<file path="src/rtl/gray_pkg.sv">
// Shared definitions for the Gray-code counter source: default width,
// handshake FSM states and the reference binary-to-Gray mapping.
package gray_pkg;

  localparam int GRAY_W_DEFAULT = 10;

  typedef enum logic {
    IDLE = 1'b0,
    SEND = 1'b1
  } state_t;

  // Defined on a 32-bit word; callers truncate to their own width, which is
  // safe because the top Gray bit of a zero-extended value is the top binary bit.
  function automatic logic [31:0] bin2gray(input logic [31:0] b);
    return b ^ (b >> 1);
  endfunction

endpackage

</file>
<file path="src/rtl/b2gnbit.sv">
// Combinational N-bit binary-to-Gray converter.
module b2gnbit
  import gray_pkg::*;
#(
  parameter int N = GRAY_W_DEFAULT
) (
  input  logic [N-1:0] b,
  output logic [N-1:0] g
);

  assign g = N'(bin2gray(32'(b)));

endmodule

</file>
<file path="src/rtl/gray_cnt_src.sv">
// Gray-code word source with a valid/ready handshake, load and wrap pulse.
// Define GRAY_UPDOWN_EN to add the dir port and bidirectional counting.
module gray_cnt_src
  import gray_pkg::*;
#(
  parameter int N = GRAY_W_DEFAULT
) (
  input  logic         clk,
  input  logic         rst_n,
  input  logic         en,
  input  logic         load,
  input  logic [N-1:0] load_val,
`ifdef GRAY_UPDOWN_EN
  input  logic         dir,
`endif
  output logic [N-1:0] g,
  output logic         g_valid,
  input  logic         g_ready,
  output logic         wrap
);

  localparam logic [N-1:0] CNT_MAX = '1;
  localparam logic [N-1:0] CNT_MIN = '0;
  localparam logic [N-1:0] CNT_ONE = N'(1);

  state_t       state_q, state_d;
  logic [N-1:0] cnt_q, cnt_d;
  logic [N-1:0] g_d;
  logic         wrap_d;
  logic         up;
  logic         xfer;

`ifdef GRAY_UPDOWN_EN
  assign up = dir;
`else
  assign up = 1'b1;
`endif

  assign g_valid = (state_q == SEND);
  assign xfer    = g_valid && g_ready;

  always_comb begin
    // NOTE: every signal written here gets a default first, so no latch is inferred.
    state_d = state_q;
    cnt_d   = cnt_q;
    wrap_d  = 1'b0;
    if (load) begin
      // Load wins over a same-cycle transfer and drops any pending word.
      cnt_d   = load_val;
      state_d = IDLE;
    end else begin
      unique case (state_q)
        IDLE: begin
          if (en) state_d = SEND;
        end
        SEND: begin
          // Without g_ready the pending word is frozen; en cannot retract it.
          if (xfer) begin
            cnt_d  = up ? (cnt_q + CNT_ONE) : (cnt_q - CNT_ONE);
            wrap_d = up ? (cnt_q == CNT_MAX) : (cnt_q == CNT_MIN);
            if (!en) state_d = IDLE;
          end
        end
        default: state_d = IDLE;
      endcase
    end
  end

  // g is registered from the next count so it always equals bin2gray(cnt).
  b2gnbit #(.N(N)) u_b2g (
    .b (cnt_d),
    .g (g_d)
  );

  always_ff @(posedge clk) begin
    // NOTE: non-blocking assignments for all state so every register updates from pre-edge values.
    if (!rst_n) begin
      cnt_q   <= '0;
      g       <= '0;
      state_q <= IDLE;
      wrap    <= 1'b0;
    end else begin
      cnt_q   <= cnt_d;
      g       <= g_d;
      state_q <= state_d;
      wrap    <= wrap_d;
    end
  end

endmodule

</file>
<file path="config.mk">
export PLATFORM = sky130hd
export DESIGN_NAME = gray_cnt_src
export DESIGN_NICKNAME = d
export VERILOG_FILES = /design/src/rtl/gray_pkg.sv /design/src/rtl/b2gnbit.sv /design/src/rtl/gray_cnt_src.sv
export SDC_FILE = /design/constraint.sdc
export NUM_CORES = 1
export LEC_CHECK = 0
export BUFFER_PORTS_ARGS = -buffer_cell sky130_fd_sc_hd__clkbuf_2
export CAP_MARGIN = 20
export CORE_MARGIN = 1
export CORE_UTILIZATION = 51
export CTS_BUF_LIST = sky130_fd_sc_hd__clkbuf_16
export CTS_CLUSTER_DIAMETER = 100
export DETAILED_ROUTE_END_ITERATION = 10
export GPL_TIMING_DRIVEN = 1
export MAX_ROUTING_LAYER = met4
export PLACE_DENSITY = 0.77
export SYNTH_ARGS = -nofsm -noshare
export SYNTH_HDL_FRONTEND = slang
export SYNTH_SLANG_ARGS = --single-unit
</file>
<file path="constraint.sdc">
create_clock -name clk -period 2 [get_ports clk]
set_input_delay 0.6 -clock clk [delete_from_list [all_inputs] [get_ports clk]]
set_output_delay 0.6 -clock clk [all_outputs]
set_load 0.005 [all_outputs]
</file>
### Word-level counts from Yosys, hierarchy flattened

Cells that the tools add are included.

| operators by class | value |
|---|---|
| add/sub/neg operators | 1 |
| equal/unequal tests | 1 |
| muxes and demuxes | 6 |
| bitwise gates (word level) | 4 |
| reduce and logical (&&, ||, !) cells | 3 |

Operators with widths:

| kind | number |
|---|---|
| 2-to-1 mux 10 bit | 3 |
| adder 10 x 1 -> 10 bit, second input constant | 1 |
| == test 10 bit, second input constant | 1 |
| bitwise XOR 10 x 9 -> 10 bit | 1 |
| OR reduction 4 bit | 1 |
| NOT 1 bit | 3 |
| 2-to-1 mux 1 bit | 2 |
| one-hot mux 1 bit (2 select lines) | 1 |
| OR reduction 2 bit | 1 |
| logical AND 1 bit | 1 |

| word-level totals | value |
|---|---|
| bits in registers | 22 |
| input port bits | 15 |
| output and inout port bits | 12 |
| word-level logic and storage cells | 19 |

### Longest topological paths before layout

Gate-level depths: netlist (run 1).

| logic depth | value |
|---|---|
| word-level depth | 5 |
| depth in mapped cells | 6 |
| gate-level depth less buffers | 6 |

### Modules after synthesis

From an unflattened synthesis (run 1), not the netlist that was laid out.

| unflattened totals | value |
|---|---|
| cell total of the unflattened synthesis | 122 |
| area total of the unflattened synthesis | 1082.3 µm² |

Modules (own cells, without submodules):

| module | times used | cells each | area an instance (µm²) | seq. area each (µm²) |
|---|---|---|---|---|
| gray_cnt_src | 1 | 112 | 996.0 | 440.4 |
| b2gnbit | 1 | 10 | 86.3 | 0.0 |

### Worst setup path before layout (run 1)

Ideal clock, no wire load.

| path | value |
|---|---|
| kind | in2reg |
| start point | in g_ready |
| end point | reg g[6] |
| setup time | 0.115 ns |
| data arrival time | 1.669 ns |
| required time | 1.885 ns |
| setup slack | 0.216 ns |
| stages | 5 |
| buffers on the path | 0 |
| cells stage by stage | nand4_1 o31a_1 o31a_1 xnor2_1 and2_1 |

| between the ends | value |
|---|---|
| longest elaborated chain between the ends | 5 |

RTL lines:

| element | RTL line | RTL |
|---|---|---|
| start, declared | gray_cnt_src.sv:18 | `input logic g_ready,` |
| logical AND 1 bit | gray_cnt_src.sv:40 | `assign xfer = g_valid && g_ready;` |
| 2-to-1 mux 10 bit | gray_cnt_src.sv:58 | `if (xfer) begin` |
| 2-to-1 mux 10 bit | gray_cnt_src.sv:52 | `unique case (state_q)` |
| 2-to-1 mux 10 bit | gray_cnt_src.sv:47 | `if (load) begin` |
| bitwise XOR 10 x 9 -> 10 bit | gray_pkg.sv:15 | `return b ^ (b >> 1);` |
| end signal, assigned | gray_cnt_src.sv:84 | `g <= g_d;` |
| end, declared | gray_cnt_src.sv:16 | `output logic [N-1:0] g,` |

Every way passes these cells.
A chain may end at the register's enable or synchronous reset.

### Worst setup path after layout (run 1)

| path | value |
|---|---|
| start point | reg cnt_q[2] |
| end point | reg g[7] |

| between the ends | value |
|---|---|
| longest elaborated chain between the ends | 5 |

RTL lines:

| element | RTL line | RTL |
|---|---|---|
| start, declared | gray_cnt_src.sv:27 | `logic [N-1:0] cnt_q, cnt_d;` |
| start signal, assigned | gray_cnt_src.sv:83 | `cnt_q <= cnt_d;` |
| adder 10 x 1 -> 10 bit | gray_cnt_src.sv:59 | `cnt_d = up ? (cnt_q + CNT_ONE) : (cnt_q - CNT_ONE);` |
| 2-to-1 mux 10 bit | gray_cnt_src.sv:58 |  |
| 2-to-1 mux 10 bit | gray_cnt_src.sv:52 |  |
| 2-to-1 mux 10 bit | gray_cnt_src.sv:47 |  |
| bitwise XOR 10 x 9 -> 10 bit | gray_pkg.sv:15 |  |

Every way passes these cells.

==> out/qor.csv, run 1 <==
stage,metric,value,unit
worst_setup_path,crit path launch type,register,
synthesis,post-synth top area share,0.398,
worst_setup_path,Crit path buffers/inverters,0,
sta,final worst path period share,0.921,
worst_setup_path,Critical Path Stages,5,
synthesis,sequential element share of the synthesized area,0.398,
worst_setup_path,Most common cell on crit path,o31a_1,
place,"Cell Area, Placed",1240,µm²
worst_hold_path,Worst Hold Class,reg -> reg,
worst_setup_path,Worst R2R Start,cnt_q[2],
cells_and_area,fillers,186,
detailed_routing,WL/cell,11.9,µm
clocking,Sink Count,21,
synthesis,Area contributors post-synth,"dfxtp_1 (40%), and2_1 (8.9%), xnor2_1 (5.8%), nor2b_1 (5.3%), o31ai_4 (4.0%)",
place,pre-CTS setup slack,-0.0260,ns
sta,clock skew,0.00204,ns
clocking,hold buffer count at CTS,0,
detailed_routing,DR vias,874,
die,CORE AREA,1960,µm²
die,die area,2260,µm²
worst_setup_path,worst setup path start,cnt_q[2],
worst_setup_path,Slowest Stage Delay on Critical Path,0.39,ns
cells_and_area,nets,160,
run_status,status,"complete, but fails checks",
synthesis,post-synthesis instance total,112,
worst_setup_path,capturing point of the worst reg2reg path,g[7],
clocking,Skew-Pair Late Insertion Delay,0.25,ns
worst_setup_path,"Arr. time, crit path",1.99,ns
worst_setup_path,CP Capture Point,g[7],
place,post-DP HPWL,1460,µm
sta,Final setup viols,0,
die,Starting Density,0.538,
place,IO Port Bufs,26,
cells_and_area,P&R area growth vs syn,24.5,%
clocking,CTS tree,done,
clocking,Num CTS Buffers,3,
synthesis,most frequent cell after synthesis,dfxtp_1,
worst_setup_path,flop2flop setup slack,0.16,ns
sta,Slew Limit Fails,0,
detailed_routing,vias per cell,5.14,
worst_setup_path,Top Family by Delay on Critical Path,compound AO/OA/AOI/OAI gates,
detailed_routing,DRC violations left,1,
die,Site Rows,16,
worst_setup_path,CP max FO,11,
sta,Slew @ Worst Pin,0.400,ns
worst_setup_path,crit end category,register,
synthesis,synthesis-stage register bit count,21,
clocking,Max clock buf depth,2,
synthesis,asr flop ratio synth,0,
worst_setup_path,critical path's slowest cell,dfxtp_1,
sta,Final WS setup,0.158,ns
global_routing,GRT Residual Overflow,0,
clocking,postcts setup bufs,0,
cells_and_area,# diodes,0,
worst_setup_path,critical path required time,2.15,ns
detailed_routing,Total Routed Length,2030,µm
synthesis,leading cell types by count after synthesis,"dfxtp_1 (21), and2_1 (15), nor2b_1 (9), xnor2_1 (7)",
power,P per Cell Area,796,nW/µm²
synthesis,Yosys top cell by area,dfxtp_1,
global_routing,initial antenna violation count,0,
clocking,Resize count post-CTS,0,
synthesis,Yosys cell types,29,
flow_run,max-cap violation count,0,
worst_setup_path,Reg2Reg Depth,5,
die,# IOs,27,
cells_and_area,Final Instance Area,1320,µm²
detailed_routing,initial drt markers,13,
sta,Final Hold Viols,0,
sta,Fmax,543,MHz
synthesis,Synthesized Nets,128,
detailed_routing,antenna-violating nets left,0,
die,die width,47.5,µm
clocking,H-Tree Depth,1,
cells_and_area,Layout Cells excl Fill,170,
clocking,CTS Root Cell,clkbuf_16,
sta,min Tclk post-route,1.84,ns
power,VDD IR max,0.627,mV
run_status,violated checks,DRC,
sta,setup TNS,0,ns
global_routing,largest net degree at the start of global routing,22,
synthesis,mapped cell area,1060,µm²
power,Design Power,1.05,mW
global_routing,global router's overall resource usage,0.207,
global_routing,global-route wire length before repair,3130,µm
worst_setup_path,CP Cell Sequence,nand3_1 > o31a_1 > o31a_1 > xnor2_1 > and2_1,
sta,slew margin rel.,0.733,
synthesis,warnings from Yosys,0,
synthesis,Post-synth EDFFs,0,
global_routing,vias in the first global route,767,
synthesis,ys flop type,dfxtp_1,
cells_and_area,layout cells sized above 1,0.280,
die,Die Ht,47.5,µm
detailed_routing,DR pass1 iterations,7,
power,LEAKAGE,0.561,nW
sta,RSZ-0062 raised after global routing,false,
place,cell total after placement,166,
worst_setup_path,Setup Crit Path Kind,reg -> reg,
clocking,clock-pin slew on the worst setup and hold paths,0.06,ns
synthesis,Synth Area per Inst,9.43,µm²
place,final RePlAce weighted congestion,0.840,
flip-flops by register name, summed over array words and instances, names as in the netlist:
signal and flops:
cnt_q 9, g 10, g_valid 1, wrap 1
metal layers:
layer / track usage / routed length, µm
met1: 0.234 / 845
met2: 0.351 / 1070
met3: 0.0340 / 72
met4: 0.103 / 44
met5: - / 0
where the power goes:
part           internal, mW  leakage [nW]  switching, mW
Combinational        0.0881         0.345         0.0720
Clock                 0.266        0.0423          0.148
Sequential            0.453         0.174         0.0187
Total                 0.808         0.561          0.239
logic make-up (layout without fill, tap and decap cells):
group           Yosys count  count (layout)  synth area share
simple gates             54              54             0.309
flops                    21              21             0.398
compound gates           12              12             0.105
xor+xnor                 11              11            0.0912
buf+inv                   9              40            0.0450
mux                       4               4            0.0391
fa+ha+maj                 1               1            0.0118
tightest hold or removal path, delay by kind of cell, from the launching register on:
| family | cells | cell delay [ns] |
|---|---|---|
| simple gates | 2 | 0.13 |
| flops | 1 | 0.34 |
final cells by class:
type                            instances  area (µm²)  area share
Sequential cell                        21         420       0.320
Clock inverter                          1        3.75     0.00285
Tap cell                               27        33.8      0.0257
Inverter                                3        11.3     0.00856
Multi-Input combinational cell         82         588       0.447
Timing Repair Buffer                   33         183       0.139
Clock buffer                            3        75.1      0.0571
worst min-delay path by stage:
stage          from   end  slack, ns  cells past startpoint
2_1_floorplan  g[9]  wrap       0.47                      2
3_3_place_gp   g[9]  wrap       0.50                      2
3_5_place_dp   g[9]  wrap       0.50                      2
4_1_cts        g[9]  wrap       0.51                      2
5_1_grt        g[9]  wrap       0.55                      2
6_report       g[9]  wrap       0.51                      2
metrics by stage:
| step | hold slack, ns | util |
|---|---|---|
| floorplan | 0.475 | - |
| global placement | 0.501 | 0.630 |
| detailed placement | 0.504 | 0.630 |
| CTS | 0.513 | 0.670 |
| global route | 0.550 | 0.670 |
| finish | 0.510 | 0.670 |
placed cells by master, fill, tap and decap left out:
master     synthesis  final
nand3b_1           1      1
or3b_1             1      1
nor2b_1            9      9
clkbuf_16          0      3
mux2_2             1      1
a221oi_1           1      1
a21oi_1            1      1
xnor2_1            7      7
o31a_1             4      4
nand2_1            6      6
nor4_1             4      4
nor3b_1            1      1
nand3_1            6      6
clkbuf_2           0     26
o31ai_4            2      2
nand4_1            2      2
and2_1            15     15
xor2_1             4      4
o21ai_0            4      4
mux2i_1            3      3
nand3_2            1      1
or4_1              4      4
dfxtp_1           21     21
nor2_1             1      1
ha_1               1      1
inv_1              3      4
nand2b_1           3      3
buf_4              1      7
Note: power is estimated with default switching activity, not from simulation.
==> inputs of run 2 (changes only) <==
- SYNTH_HIERARCHICAL: not set -> 1
==> run 2 against run 1 <==
The run now ends clean. Synthesized cell count rose by 8.9%. Register-to-register slack got worse by 0.04 ns. Critical endpoint is now g[6]. Final cell count rose by 7.6%. Design area rose by 4.3%. Highest routed layer unchanged. Combinational power rose by 6%. Via count rose by 15%.
==> out/qor.csv, run 2 <==
stage,metric,value,unit,change
cells_and_area,"most common cell after layout, fill and taps aside",clkbuf_2,,
synthesis,Yosys top cell by area,dfxtp_1,,
power,Reg power frac,0.457,,+0.006
worst_setup_path,crit end category,register,,
power,LEAKAGE,0.596,nW,+6.2%
cells_and_area,final core utilization,0.692,,+0.0216
synthesis,Yosys cell types,38,,+31%
cells_and_area,Regs by FF count,"cnt_q x10, g x10",,
sta,Final setup viols,0,,unchanged
place,final RePlAce weighted congestion,0.823,,-2.0%
die,Site Rows,16,,unchanged
sta,Fmax,532,MHz,-2.1%
synthesis,Synthesized Nets,138,,+7.8%
global_routing,largest net degree at the start of global routing,19,,-14%
clocking,Skew-Pair Late Insertion Delay,0.25,ns,about the same
sta,min Tclk post-route,1.88,ns,+0.0390 ns
worst_setup_path,Slowest Stage Delay on Critical Path,0.41,ns,+0.02 ns
global_routing,global router's overall resource usage,0.213,,+0.00590
die,die width,48.1,µm,+1.2%
worst_setup_path,Top Family by Delay on Critical Path,simple AND/OR/NAND/NOR gates,,
synthesis,asr flop ratio synth,0,,unchanged
sta,Slew @ Worst Pin,0.532,ns,+0.132 ns
synthesis,sequential element share of the synthesized area,0.407,,+0.00883
power,P per Cell Area,794,nW/µm²,-0.21%
detailed_routing,initial drt markers,19,,+6
sta,Final Hold Viols,0,,unchanged
clocking,clock-pin slew on the worst setup and hold paths,0.06,ns,about the same
synthesis,most frequent cell after synthesis,dfxtp_1,,
sta,Fin Hold WS,0.490,ns,-0.0207 ns
global_routing,vias in the first global route,768,,+0.13%
clocking,Sink Count,22,,+4.8%
worst_setup_path,critical path required time,2.19,ns,+0.04 ns
run_status,status,"complete, no violations",,
global_routing,GRT Residual Overflow,0,,unchanged
place,cell total after placement,179,,+7.8%
worst_setup_path,critical path's slowest cell,or3_1,,
worst_setup_path,"Arr. time, crit path",2.07,ns,+0.08 ns
cells_and_area,nets,173,,+8.1%
sta,clock skew,0.00570,ns,+0.00366 ns
die,# IOs,27,,unchanged
worst_setup_path,Crit path buffers/inverters,1,,+1
synthesis,leading cell types by count after synthesis,"dfxtp_1 (22), and2_1 (11), xor2_1 (10), nor2_1 (9)",,
sta,final worst path period share,0.941,,+0.0195
clocking,Num CTS Buffers,3,,unchanged
clocking,hold buffer count at CTS,0,,unchanged
detailed_routing,WL/cell,12.1,µm,+1.7%
power,switching share of power,0.238,,+0.00997
power,Cell Int Power,0.830,mW,+2.7%
place,post-DP HPWL,1630,µm,+11%
global_routing,initial antenna violation count,0,,unchanged
worst_hold_path,Worst Hold Class,reg -> reg,,
worst_setup_path,Setup Crit Path Kind,reg -> reg,,
power,Logic pwr share,0.156,,+0.003
synthesis,synthesis-stage register bit count,22,,+4.8%
synthesis,ys flop type,dfxtp_1,,
global_routing,global-route wire length before repair,3350,µm,+7.1%
detailed_routing,antenna-violating nets left,0,,unchanged
power,Design Power,1.09,mW,+4.1%
sta,RSZ-0062 raised after global routing,false,,
flow_run,max-cap violation count,0,,unchanged
detailed_routing,Total Routed Length,2220,µm,+9.5%
cells_and_area,P&R area growth vs syn,26.7,%,
worst_setup_path,crit path launch type,register,,
clocking,CTS Root Cell,clkbuf_16,,
synthesis,Post-synth EDFFs,0,,unchanged
cells_and_area,most frequent cells in the layout,"clkbuf_2 (26), dfxtp_1 (21), and2_1 (11), xor2_1 (10), buf_4 (10)",,
synthesis,post-synthesis instance total,122,,+8.9%
worst_setup_path,CP Cell Sequence,ha_1 > nand3_2 > or3_1 > a221oi_1 > buf_4 > xor2_1 > and2_1,,
die,Die Ht,48.1,µm,+1.2%
worst_setup_path,flop2flop setup slack,0.12,ns,-0.04 ns
sta,slew margin rel.,0.645,,-0.0879
place,IO Port Bufs,26,,unchanged
synthesis,Synth Area per Inst,8.87,µm²,-5.9%
synthesis,mapped cell area,1080,µm²,+2.5%
detailed_routing,DR pass1 iterations,4,,-3
synthesis,warnings from Yosys,6,,+6
clocking,Max clock buf depth,2,,unchanged
power,Psw,0.260,mW,+8.6%
clocking,postcts setup bufs,0,,unchanged
synthesis,Area contributors post-synth,"dfxtp_1 (41%), xor2_1 (8.1%), and2_1 (6.4%), nor2_1 (3.1%), a31oi_1 (2.9%)",,
cells_and_area,layout cells sized above 1,0.295,,+0.0152
worst_setup_path,CP max FO,6,,-5
detailed_routing,DR vias,1002,,+15%
power,VDD IR max,0.512,mV,-18%
die,Starting Density,0.546,,+0.00782
cells_and_area,# diodes,0,,unchanged
detailed_routing,DRC violations left,0,,-1
detailed_routing,vias per cell,5.48,,+6.5%
sta,Slew Limit Fails,0,,unchanged
clocking,H-Tree Depth,1,,unchanged
synthesis,post-synth top area share,0.407,,+0.00883
clocking,CTS tree,done,,
power,Clock Power Share,0.387,,-0.009
die,die area,2310,µm²,+2.4%
die,CORE AREA,1980,µm²,+1.0%
cells_and_area,Layout Cells excl Fill,183,,+7.6%
==> run 2: cell count changes after synthesis, moves of 4 or more <==
| cell | previous run | this run |
|---|---|---|
| a211oi_1 | 0 | 4 |
| a31oi_1 | 0 | 5 |
| xnor2_1 | 7 | 1 |
| xor2_1 | 4 | 10 |
| nor2b_1 | 9 | 1 |
| or4_1 | 4 | 0 |
| nor2_1 | 1 | 9 |
| and2_1 | 15 | 11 |
| o31a_1 | 4 | 0 |
==> run 2: tightest hold or removal path, cell delays in order (launching register included) <==
cell and delay (ns):
dfxtp_1 0.32, nand4_1 0.08, nor4_1 0.04
==> run 2: through the flow <==
| step | cell area, µm² | setup WS (ns) | setup TNS [ns] |
|---|---|---|---|
| after detailed placement | 1290 | -0.123 | -0.289 |
| after CTS | 1370 | 0.0330 | 0 |
| after global routing | 1370 | 0.00930 | 0 |
| after floorplan | 1080 | 0.118 | 0 |
| final | 1370 | 0.119 | 0 |
| after global placement | 1290 | -0.0572 | -0.150 |
==> run 2: what timing repair did <==
action                                 in CTS  in global routing
setup endpoints to repair                   0                  4
resized for setup                           0                  2
endpoints found under the hold margin       0                  0
==> run 2: power by group through the flow <==
stage	sequential (mW)	clock, mW	combinational, mW
5_1_grt	0.505	0.442	0.192
3_5_place_dp	0.507	0	0.168
6_report	0.498	0.421	0.170
2_1_floorplan	0.506	0	0.0994
3_3_place_gp	0.505	0	0.163
4_1_cts	0.497	0.430	0.170
==> run 2: worst paths after layout <==
path                             end  depth (start not counted)  startpoint
worst max register to register  g[6]                          7    cnt_q[1]
worst min-delay path            wrap                          2    cnt_q[9]
worst max-delay path            g[6]                          7    cnt_q[1]
worst min register to register  wrap                          2    cnt_q[9]
==> run 2: routing by layer <==
layer	vias up	GRT usage	share of wire
met2	21	0.330	0.49
met3	2	0.0377	0.025
li1	512	-	-
met4	0	0.0778	0.0095
met1	467	0.275	0.47
met5	-	-	0
==> run 2: cell families after synthesis <==
kind of cell,count (synthesis),share of synthesized area
adders and majority gates,1,0.0116
muxes,1,0.00925
and+or+nand+nor,51,0.276
xor gates and xnor gates,11,0.0890
DFF,22,0.407
AOI/OAI and AO/OA,24,0.154
buffers and inverters,12,0.0532
==> run 2: cell type report <==
type                            count  area [µm²]
Fill cell                         166         611
Multi-Input combinational cell     88         589
Sequential cell                    22         442
Timing Repair Buffer               36         205
Clock buffer                        3        75.1
Tap cell                           27        33.8
Inverter                            6        22.5
Clock inverter                      1        3.75
